## src/rtl/l1c_axi_pkg.sv

```systemverilog
// Shared definitions for the L1 data-cache to AXI4 bridge: FSM states,
// AXI encodings and the cache access-size codes carried on D_type.
package l1c_axi_pkg;

    // Width and encodings of the cache access-size field (D_type).
    localparam int CACHE_TYPE_BITS = 3;
    localparam logic [CACHE_TYPE_BITS-1:0] CACHE_BYTE    = 3'd0;
    localparam logic [CACHE_TYPE_BITS-1:0] CACHE_HWORD   = 3'd1;
    localparam logic [CACHE_TYPE_BITS-1:0] CACHE_WORD    = 3'd2;
    localparam logic [CACHE_TYPE_BITS-1:0] CACHE_BYTE_U  = 3'd4;
    localparam logic [CACHE_TYPE_BITS-1:0] CACHE_HWORD_U = 3'd5;

    // AXI4 encodings used by the bridge.
    localparam logic [1:0] BURST_INCR = 2'b01;
    localparam logic [2:0] SIZE_WORD  = 3'b010;
    localparam logic [1:0] RESP_OKAY  = 2'b00;

    typedef enum logic [2:0] {
        ST_IDLE,
        ST_RADDR,
        ST_RDATA,
        ST_RACK,
        ST_WREQ,
        ST_WRESP,
        ST_WACK
    } state_t;

endpackage

```

## src/rtl/l1c_wstrb_gen.sv

```systemverilog
// Byte-lane strobe generator: maps the cache access size and the low
// address bits onto the 4-bit AXI write strobe. Unknown sizes write nothing.
module l1c_wstrb_gen
    import l1c_axi_pkg::*;
(
    input  logic [CACHE_TYPE_BITS-1:0] d_type,
    input  logic [1:0]                 addr_lo,
    output logic [3:0]                 wstrb
);

    // Pure decode of size + lane offset.
    always_comb begin
        wstrb = 4'b0000;
        case (d_type)
            CACHE_WORD:                 wstrb = 4'b1111;
            CACHE_HWORD, CACHE_HWORD_U: wstrb = 4'b0011 << {addr_lo[1], 1'b0};
            CACHE_BYTE, CACHE_BYTE_U:   wstrb = 4'b0001 << addr_lo;
            default:                    wstrb = 4'b0000;
        endcase
    end

endmodule

```

## src/rtl/l1c_axi_bridge.sv

```systemverilog
// L1 data-cache memory responder. Line reads become one BURST_LEN-beat AXI4
// INCR burst, handed back one word per D_wait-low cycle; writes become one
// single-beat AXI4 write acknowledged after the B response.
// Optional build macro L1C_AXI_BRIDGE_ERR_EN adds a sticky error flag
// (err_o) and the address of the first transaction with a non-OKAY response.
module l1c_axi_bridge
    import l1c_axi_pkg::*;
#(
    parameter logic [3:0] AXI_ID    = 4'd0,
    parameter int         BURST_LEN = 4
) (
    input  logic                       clk,
    input  logic                       rst,
    input  logic                       D_req,
    input  logic [31:0]                D_addr,
    input  logic                       D_write,
    input  logic [31:0]                D_in,
    input  logic [CACHE_TYPE_BITS-1:0] D_type,
    output logic [31:0]                D_out,
    output logic                       D_wait,
    output logic [3:0]                 ARID,
    output logic [31:0]                ARADDR,
    output logic [3:0]                 ARLEN,
    output logic [2:0]                 ARSIZE,
    output logic [1:0]                 ARBURST,
    output logic                       ARVALID,
    input  logic                       ARREADY,
    input  logic [3:0]                 RID,
    input  logic [31:0]                RDATA,
    input  logic [1:0]                 RRESP,
    input  logic                       RLAST,
    input  logic                       RVALID,
    output logic                       RREADY,
    output logic [3:0]                 AWID,
    output logic [31:0]                AWADDR,
    output logic [3:0]                 AWLEN,
    output logic [2:0]                 AWSIZE,
    output logic [1:0]                 AWBURST,
    output logic                       AWVALID,
    input  logic                       AWREADY,
    output logic [31:0]                WDATA,
    output logic [3:0]                 WSTRB,
    output logic                       WLAST,
    output logic                       WVALID,
    input  logic                       WREADY,
    input  logic [3:0]                 BID,
    input  logic [1:0]                 BRESP,
    input  logic                       BVALID,
    output logic                       BREADY
`ifdef L1C_AXI_BRIDGE_ERR_EN
    ,
    output logic                       err_o,
    output logic [31:0]                err_addr
`endif
);

    localparam int CNT_W = $clog2(BURST_LEN + 1);
    localparam logic [CNT_W-1:0] LAST_CNT = CNT_W'(BURST_LEN);

    state_t           state_reg, state_next;
    logic [31:0]      addr_reg, addr_next;
    logic [31:0]      data_reg, data_next;
    logic [3:0]       strb_reg, strb_next;
    logic [31:0]      d_out_reg, d_out_next;
    logic [CNT_W-1:0] cnt_reg, cnt_next;
    logic             aw_done_reg, aw_done_next;
    logic             w_done_reg, w_done_next;
    logic             aw_ok, w_ok;
    logic             ack;
    logic [3:0]       wstrb_calc;

    // IDs, RLAST and the ID/response fields of the return channels carry no
    // information the bridge needs: the beat counter alone ends a burst.
    logic unused_inputs;
    assign unused_inputs = ^{RID, RLAST, BID, RRESP, BRESP};

    l1c_wstrb_gen u_wstrb (
        .d_type  (D_type),
        .addr_lo (D_addr[1:0]),
        .wstrb   (wstrb_calc)
    );

    // Fixed AXI attributes and the latched transaction payload.
    assign ARID    = AXI_ID;
    assign ARADDR  = addr_reg;
    assign ARLEN   = 4'(BURST_LEN - 1);
    assign ARSIZE  = SIZE_WORD;
    assign ARBURST = BURST_INCR;
    assign AWID    = AXI_ID;
    assign AWADDR  = addr_reg;
    assign AWLEN   = 4'd0;
    assign AWSIZE  = SIZE_WORD;
    assign AWBURST = BURST_INCR;
    assign WDATA   = data_reg;
    assign WSTRB   = strb_reg;
    assign WLAST   = 1'b1;
    assign D_out   = d_out_reg;
    // A dropped request suppresses the acknowledge of a transaction in flight.
    assign D_wait  = D_req & ~ack;

    // State and datapath registers.
    always_ff @(posedge clk or posedge rst) begin
        if (rst) begin
            state_reg   <= ST_IDLE;
            addr_reg    <= '0;
            data_reg    <= '0;
            strb_reg    <= '0;
            d_out_reg   <= '0;
            cnt_reg     <= '0;
            aw_done_reg <= 1'b0;
            w_done_reg  <= 1'b0;
        end else begin
            state_reg   <= state_next;
            addr_reg    <= addr_next;
            data_reg    <= data_next;
            strb_reg    <= strb_next;
            d_out_reg   <= d_out_next;
            cnt_reg     <= cnt_next;
            aw_done_reg <= aw_done_next;
            w_done_reg  <= w_done_next;
        end
    end

    // Next-state logic and the Moore handshake outputs.
    always_comb begin
        state_next   = state_reg;
        addr_next    = addr_reg;
        data_next    = data_reg;
        strb_next    = strb_reg;
        d_out_next   = d_out_reg;
        cnt_next     = cnt_reg;
        aw_done_next = aw_done_reg;
        w_done_next  = w_done_reg;
        aw_ok        = 1'b0;
        w_ok         = 1'b0;
        ARVALID      = 1'b0;
        RREADY       = 1'b0;
        AWVALID      = 1'b0;
        WVALID       = 1'b0;
        BREADY       = 1'b0;
        ack          = 1'b0;
        case (state_reg)
            ST_IDLE: begin
                if (D_req) begin
                    if (D_write) begin
                        state_next = ST_WREQ;
                        addr_next  = D_addr;
                        data_next  = D_in;
                        strb_next  = wstrb_calc;
                    end else begin
                        state_next = ST_RADDR;
                        addr_next  = {D_addr[31:4], 4'b0000};
                    end
                end
            end
            ST_RADDR: begin
                ARVALID = 1'b1;
                if (ARREADY) state_next = ST_RDATA;
            end
            ST_RDATA: begin
                RREADY = 1'b1;
                if (RVALID) begin
                    d_out_next = RDATA;
                    cnt_next   = cnt_reg + CNT_W'(1);
                    state_next = ST_RACK;
                end
            end
            ST_RACK: begin
                ack = 1'b1;
                if (cnt_reg == LAST_CNT) begin
                    cnt_next   = '0;
                    state_next = ST_IDLE;
                end else begin
                    state_next = ST_RDATA;
                end
            end
            ST_WREQ: begin
                // AW and W complete independently; each VALID drops on its own handshake.
                AWVALID      = ~aw_done_reg;
                WVALID       = ~w_done_reg;
                aw_ok        = aw_done_reg | AWREADY;
                w_ok         = w_done_reg | WREADY;
                aw_done_next = aw_ok;
                w_done_next  = w_ok;
                if (aw_ok && w_ok) begin
                    aw_done_next = 1'b0;
                    w_done_next  = 1'b0;
                    state_next   = ST_WRESP;
                end
            end
            ST_WRESP: begin
                BREADY = 1'b1;
                if (BVALID) state_next = ST_WACK;
            end
            ST_WACK: begin
                ack        = 1'b1;
                state_next = ST_IDLE;
            end
            default: state_next = ST_IDLE;
        endcase
    end

`ifdef L1C_AXI_BRIDGE_ERR_EN
    logic        err_reg;
    logic [31:0] err_addr_reg;

    // Capture the first non-OKAY read or write response; only reset clears it.
    always_ff @(posedge clk or posedge rst) begin
        if (rst) begin
            err_reg      <= 1'b0;
            err_addr_reg <= '0;
        end else if (!err_reg &&
                     ((RVALID && RREADY && RRESP != RESP_OKAY) ||
                      (BVALID && BREADY && BRESP != RESP_OKAY))) begin
            err_reg      <= 1'b1;
            err_addr_reg <= addr_reg;
        end
    end

    assign err_o    = err_reg;
    assign err_addr = err_addr_reg;
`endif

endmodule

```

## config.mk

```make
export PLATFORM = sky130hd
export DESIGN_NAME = l1c_axi_bridge
export DESIGN_NICKNAME = d
export VERILOG_FILES = /design/src/rtl/l1c_axi_pkg.sv /design/src/rtl/l1c_wstrb_gen.sv /design/src/rtl/l1c_axi_bridge.sv
export SDC_FILE = /design/constraint.sdc
export NUM_CORES = 1
export LEC_CHECK = 0
export CAP_MARGIN = 10
export CORE_MARGIN = 5
export CORE_UTILIZATION = 35
export CTS_BUF_LIST = sky130_fd_sc_hd__clkbuf_8
export CTS_CLUSTER_SIZE = 24
export DETAILED_ROUTE_END_ITERATION = 16
export MAX_ROUTING_LAYER = met4
export PLACE_DENSITY = 0.77
export SLEW_MARGIN = 25
export SYNTH_ARGS = -nofsm -noshare
export SYNTH_HDL_FRONTEND = slang
export SYNTH_SLANG_ARGS = --single-unit
```

## constraint.sdc

```tcl
create_clock -name clk -period 8.5 [get_ports clk]
set_clock_uncertainty 0.05 [all_clocks]
set_input_delay 1.275 -clock clk [delete_from_list [all_inputs] [get_ports clk]]
set_output_delay 1.275 -clock clk [all_outputs]
set_load 0.02 [all_outputs]
```

==> flow_summary.yaml, run 1 <==
logic_synthesis:
  avgSynthCellArea_um2: 11.5
  synth_edf_count: 0
  yosys.area.top_type: "dfrtp_1"
  synthCells: 429
  syn-cell-area_mm2: 0.00492
  yosysMostFrequentCell: "dfrtp_1"
  ys_top_cells_by_count: "dfrtp_1 (108), nand2_1 (105), buf_4 (63)"
  synthArstFlopShare_pct: 100
  yosysSeqAreaShare_pct: 54.9
  ys_top_cells_by_area: "dfrtp_1 (55%), mux2_4 (9.8%), buf_4 (9.6%), nand2_1 (8.0%), mux2_2 (6.6%)"
  ys_ff_latch: 108
  synth_top_area_share_pct: 54.9
  ys_warn_count: 0
  yosysUniqueCellTypes: 32
  ys.flop_type: "dfrtp_1"
clock_tree:
  cts.repair.resized: 0
  clock_path_buffers: 2
  post_cts_buffers: 0
  cts_buffers: 9
  cts_sinks: 108
  clk_pin_slew_ps: 100
  cts_tree: "built"
  insertion_delay_ps: 370
  htree_num_levels: 3
  cts_hold_buf: 0
  cts_root_buf: "clkbuf_8"
timing:
  fmax_ghz: 0.250
  worst_slew_pin_slew_ps: 706
  slew_violations: 0
  setup_tns_ps: 0
  setup_viol: 0
  min_period_ps: 4010
  hold_viol_final: 0
  rsz0062_at_grt: "no"
  period_share_pct: 47.1
  relSlewSlack_pct: 52.9
final_layout:
  diodes: 0
  stdcell_count: 820
  fillCellCount: 1169
  synthToLayoutAreaGrowth_pct: 49.6
  layout-drive-gt1-share_pct: 13.4
  fin_nets: 758
global_route:
  grt_max_degree: 57
  track_usage_pct: 15.2
  grt_pass1_vias: 3738
  grt_overflow: 0
  grt_pass1_wl_um: 19300
  antenna_found_initial: 0
placed_design:
  io_buffers: 245
  place_inst: 804
  gp_congestion: 0.763
  hpwlAfterDp_um: 9540
worst_setup_path:
  crit_start: "D_req"
  reg2reg_to: "WDATA[30]$_DFFE_PP0P_"
  cp.depth: 3
  critPathCapture: "D_wait"
  timing.rr.start: "state_reg[0]$_DFFE_PP0P_"
  crit_path_frequent_cell: "clkdlybuf4s50_1"
  cp-end-kind: "primary output"
  start_kind: "primary input"
  critPathTopFamily: "buffers and inverters"
  worstRegToRegCells: 4
  path_cells: "clkdlybuf4s50_1, a21boi_0, clkdlybuf4s50_1"
  worstPathRequired_ps: 7170
  cp_num_buf_inv: 2
  reg2reg_slack_ps: 6080
  crit_fanout: 4
  critical_path_class: "primary input to primary output"
  arrival_ps: 2680
  slowest_delay_ps: 650
  slowest_stage: "clkdlybuf4s50_1"
power_and_ir_drop:
  ir_drop_uv: 156
  p_per_area_mw_per_mm2: 386
  power.leakage_nw: 3.35
  p_total_w: 0.00284
route:
  drt_wl_total_um: 12500
  drcViolationCount: 0
  wl_per_cell_um: 15.3
  firstDrtPassIters: 4
  ant_nets: 0
  via_per_inst: 4.44
  vias: 3638
  drt_iter0_drc: 129
die:
  num_rows: 43
  die_w_um: 129
  coreArea_mm2: 0.0138
  die_h_um: 129
  ios: 286
  start_util_pct: 35.6
  dieArea_mm2: 0.0165
worst_hold_path:
  hold_class: "flop to flop"
job:
  maxCapViolCount: 0
outcome:
  status: "finished, final reports clean"
## where the power goes
group          total [W]  internal (W)  switching [W]
Clock           0.000325      0.000140       0.000185
Combinational    0.00157      0.000822       0.000749
Sequential      0.000943      0.000759       0.000184
## cells in the final DEF, fill, tap and decap left out, types with 2 or more instances in the layout
| master | Yosys | final |
|---|---|---|
| nand3_1 | 8 | 8 |
| inv_1 | 10 | 9 |
| nand2_1 | 105 | 105 |
| mux2_4 | 32 | 32 |
| mux2_2 | 29 | 29 |
| o21ai_0 | 11 | 11 |
| a21oi_1 | 8 | 8 |
| buf_4 | 63 | 3 |
| clkbuf_8 | 0 | 9 |
| clkdlybuf4s50_1 | 0 | 245 |
| nor2_1 | 14 | 14 |
| dfrtp_1 | 108 | 108 |
| nor3_1 | 2 | 2 |
| clkinv_4 | 0 | 2 |
| ha_1 | 2 | 2 |
| nor2b_1 | 2 | 2 |
| conb_1 | 2 | 27 |
| nor3b_1 | 4 | 4 |
| inv_6 | 0 | 3 |
## final cells by class
type	instances	area [um^2]	area share (%)
inverter	10	40.0	0.544
clock inverter	7	81.3	1.10
tap	180	225	3.06
timing repair buffer	248	2470	33.6
clock buffer	9	124	1.68
multi-input combinational	258	1710	23.3
sequential	108	2700	36.7
## kinds of logic after synthesis
group	Yosys count	synth area share, %
simple gates	142	12.3
flops	108	54.9
buf+inv	88	12.6
mux	61	16.4
compound gates	25	2.87
fa+ha+maj	2	0.509
other cells	2	0.153
xor+xnor	1	0.178
## metrics by stage
stage	setup slack [ps]	utilization, %	instance area, um^2	hold slack [ps]
2_1_floorplan	4330	-	5010	407
6_report	4490	53.2	7360	434
3_3_place_gp	4520	51.8	7160	407
5_1_grt	4440	53.2	7360	463
3_5_place_dp	4490	51.8	7160	412
4_1_cts	4490	53.2	7360	438
## worst min-delay path: stages (launching register included)
cell,delay (ps)
dfrtp_1,360
nand2_1,50
nand2_1,50
## how the worst min path moves through the flow
| stage | startpoint | end | slack [ps] | cells past startpoint |
|---|---|---|---|---|
| 6_report | D_out[31]$_DFFE_PP0P_ | D_out[31]$_DFFE_PP0P_ | 430 | 2 |
| 5_1_grt | D_out[5]$_DFFE_PP0P_ | D_out[5]$_DFFE_PP0P_ | 460 | 2 |
| 3_5_place_dp | D_out[29]$_DFFE_PP0P_ | D_out[29]$_DFFE_PP0P_ | 410 | 2 |
| 2_1_floorplan | cnt_reg[2]$_DFFE_PP0P_ | cnt_reg[2]$_DFFE_PP0P_ | 410 | 1 |
| 3_3_place_gp | D_out[8]$_DFFE_PP0P_ | D_out[8]$_DFFE_PP0P_ | 410 | 2 |
| 4_1_cts | D_out[29]$_DFFE_PP0P_ | D_out[29]$_DFFE_PP0P_ | 440 | 2 |
## routing by layer
metal,track usage (%),routed length [um],up-vias
met5,-,0,-
met2,25.7,6130,176
li1,-,-,1714
met4,5.56,231,0
met3,4.40,1070,14
met1,17.2,5100,1734
No activity file was read; power rests on OpenSTA's default activity.
==> run 2: changes to the inputs <==
--- a/config.mk
+++ b/config.mk
@@ -12,7 +12,7 @@
 export CTS_CLUSTER_SIZE = 24
 export DETAILED_ROUTE_END_ITERATION = 16
 export MAX_ROUTING_LAYER = met4
-export PLACE_DENSITY = 0.77
+export PLACE_DENSITY = 0.8
 export SLEW_MARGIN = 25
 export SYNTH_ARGS = -nofsm -noshare
 export SYNTH_HDL_FRONTEND = slang
==> constraint.sdc (replaced) <==
create_clock -name clk -period 3.4 [get_ports clk]
set_clock_uncertainty 0.05 [all_clocks]
set_input_delay 0.51 -clock clk [delete_from_list [all_inputs] [get_ports clk]]
set_output_delay 0.51 -clock clk [all_outputs]
set_load 0.02 [all_outputs]
==> run 2 against run 1 <==
Against the previous run:
- worst hold slack better by 4.5 ps
- via count is 1.2% lower
- final cell count rose by 0.12%
- utilization increased by 0.24 points
- flip-flop and latch count stayed put
- clock power grew to 2.8 times the previous value
- die area unchanged
- global-route usage about the same
- final area up 0.44%
- first-iteration DRC count grew 7.0%
- worst setup slack got worse by 3900 ps
- register-to-register slack got worse by 4700 ps
- highest routed layer unchanged
==> flow_summary.yaml, run 2 (synthesized netlist as in run 1, its figures left out) <==
outcome:
  status: "finished, final reports clean"
final_layout:
  final_area_mm2: 0.00739
  diodes: 0
  regArea_mm2: 0.00270
  most-common-layout-cells: "clkdlybuf4s50_1 (245), dfrtp_1 (108), nand2_1 (105)"
  fin_nets: 759
  stdcell_count: 821
  fillCellCount: 1141
  multi_input_area_mm2: 0.00171
  layout-drive-gt1-share_pct: 13.6
  synthToLayoutAreaGrowth_pct: 50.3
  final_common_cell: "clkdlybuf4s50_1"
placed_design:
  hpwlAfterDp_um: 9480
  gp_congestion: 0.809
  dp_slack_ps: 954
  place_inst: 805
  dpl_cell_area_mm2: 0.00716
  io_buffers: 245
die:
  start_util_pct: 35.6
  ios: 286
  coreArea_mm2: 0.0138
  dieArea_mm2: 0.0165
  die_w_um: 129
  num_rows: 43
  die_h_um: 129
worst_setup_path:
  cp-end-kind: "primary output"
  start_kind: "flop"
  crit_path_frequent_cell: "nor2b_1"
  reg2reg_to: "WDATA[12]$_DFFE_PP0P_"
  path_cells: "nor2b_1, nor2b_1, clkdlybuf4s50_1"
  cp.depth: 3
  slowest_delay_ps: 710
  cp_num_buf_inv: 1
  critical_path_class: "flop to primary output"
  arrival_ps: 2210
  critPathTopFamily: "flip-flops"
  worstPathRequired_ps: 2840
  worstRegToRegCells: 3
  crit_fanout: 14
  reg2reg_slack_ps: 1340
  timing.rr.start: "state_reg[0]$_DFFE_PP0P_"
  slowest_stage: "dfrtp_1"
route:
  via_per_inst: 4.38
  drt_wl_total_um: 12500
  drcViolationCount: 0
  wl_per_cell_um: 15.2
  ant_nets: 0
  firstDrtPassIters: 4
  vias: 3595
  drt_iter0_drc: 138
global_route:
  grt_pass1_wl_um: 19400
  track_usage_pct: 15.2
  antenna_found_initial: 0
  grt_overflow: 0
  grt_pass1_vias: 3837
  grt_max_degree: 60
clock_tree:
  cts.repair.resized: 0
  cts_hold_buf: 0
  insertion_delay_ps: 370
  clock_path_buffers: 2
  cts_buffers: 9
  cts_sinks: 108
  htree_num_levels: 3
  clk_pin_slew_ps: 110
  cts_tree: "built"
  cts_root_buf: "clkbuf_8"
  post_cts_buffers: 0
worst_hold_path:
  hold_depth: 2
  worstHoldStart: "D_out[14]$_DFFE_PP0P_"
  hold_end: "D_out[14]$_DFFE_PP0P_"
  hold_class: "flop to flop"
timing:
  relSlewSlack_pct: 50.0
  hold_viol_final: 0
  period_share_pct: 81.5
  setup_viol: 0
  worst_slew_pin_slew_ps: 750
  slew_violations: 0
  min_period_ps: 2770
  rsz0062_at_grt: "no"
  fin_ws_ps: 628
  setup_tns_ps: 0
  fmax_ghz: 0.361
power_and_ir_drop:
  power.leakage_nw: 3.36
  ir_drop_uv: 404
  p_per_area_mw_per_mm2: 971
job:
  maxCapViolCount: 0
-- run 2: changes by cell type in the layout (fill, tap and decap cells not counted) --
| cell | before | now |
|---|---|---|
| clkinvlp_4 | 1 | 2 |
| inv_8 | 0 | 1 |
| buf_4 | 3 | 4 |
| clkinv_4 | 2 | 0 |
| bufinv_16 | 1 | 2 |
| inv_4 | 1 | 0 |
-- run 2: area by class of cell --
type                       instances  area share (%)
clock inverter                     7            1.42
inverter                          10           0.558
timing repair buffer             249            33.6
clock buffer                       9            1.68
multi-input combinational        258            23.2
sequential                       108            36.6
tap                              180            3.05
-- run 2: power by group --
part / total, W / leakage, nW / internal, W / switching [W]
Sequential: 0.00236 / 1.32 / 0.00190 / 0.000464
Combinational: 0.00392 / 1.92 / 0.00206 / 0.00187
Clock: 0.000894 / 0.113 / 0.000428 / 0.000466
-- run 2: routing by layer --
| layer | GRT usage (%) | vias up | part of all wire (%) |
|---|---|---|---|
| li1 | - | 1713 | - |
| met1 | 18.4 | 1695 | 41 |
| met2 | 24.7 | 171 | 49 |
| met3 | 4.15 | 16 | 8.4 |
| met4 | 5.13 | 0 | 1.6 |
| met5 | - | - | 0 |
-- run 2: through the flow --
stage          power [W]  utilization (%)  hold WS (ps)
2_1_floorplan    0.00467                -           407
3_3_place_gp     0.00625             51.8           407
3_5_place_dp     0.00635             51.8           415
4_1_cts          0.00728             53.5           442
5_1_grt          0.00759             53.5           472
6_report         0.00718             53.5           438
-- run 2: worst min-delay path, cell delays in order, from the launching register on --
cell and delay (ps):
dfrtp_1 360, nand2_1 50, nand2_1 60
-- run 2: worst max-delay path by stage --
stage | start | endpoint
after global placement | D_req | D_wait
after floorplan | state_reg[2]$_DFFE_PP0P_ | D_wait
after CTS | state_reg[0]$_DFFE_PP0P_ | ARVALID
after global routing | state_reg[0]$_DFFE_PP0P_ | ARVALID
after detailed placement | D_req | D_wait
final | state_reg[0]$_DFFE_PP0P_ | ARVALID
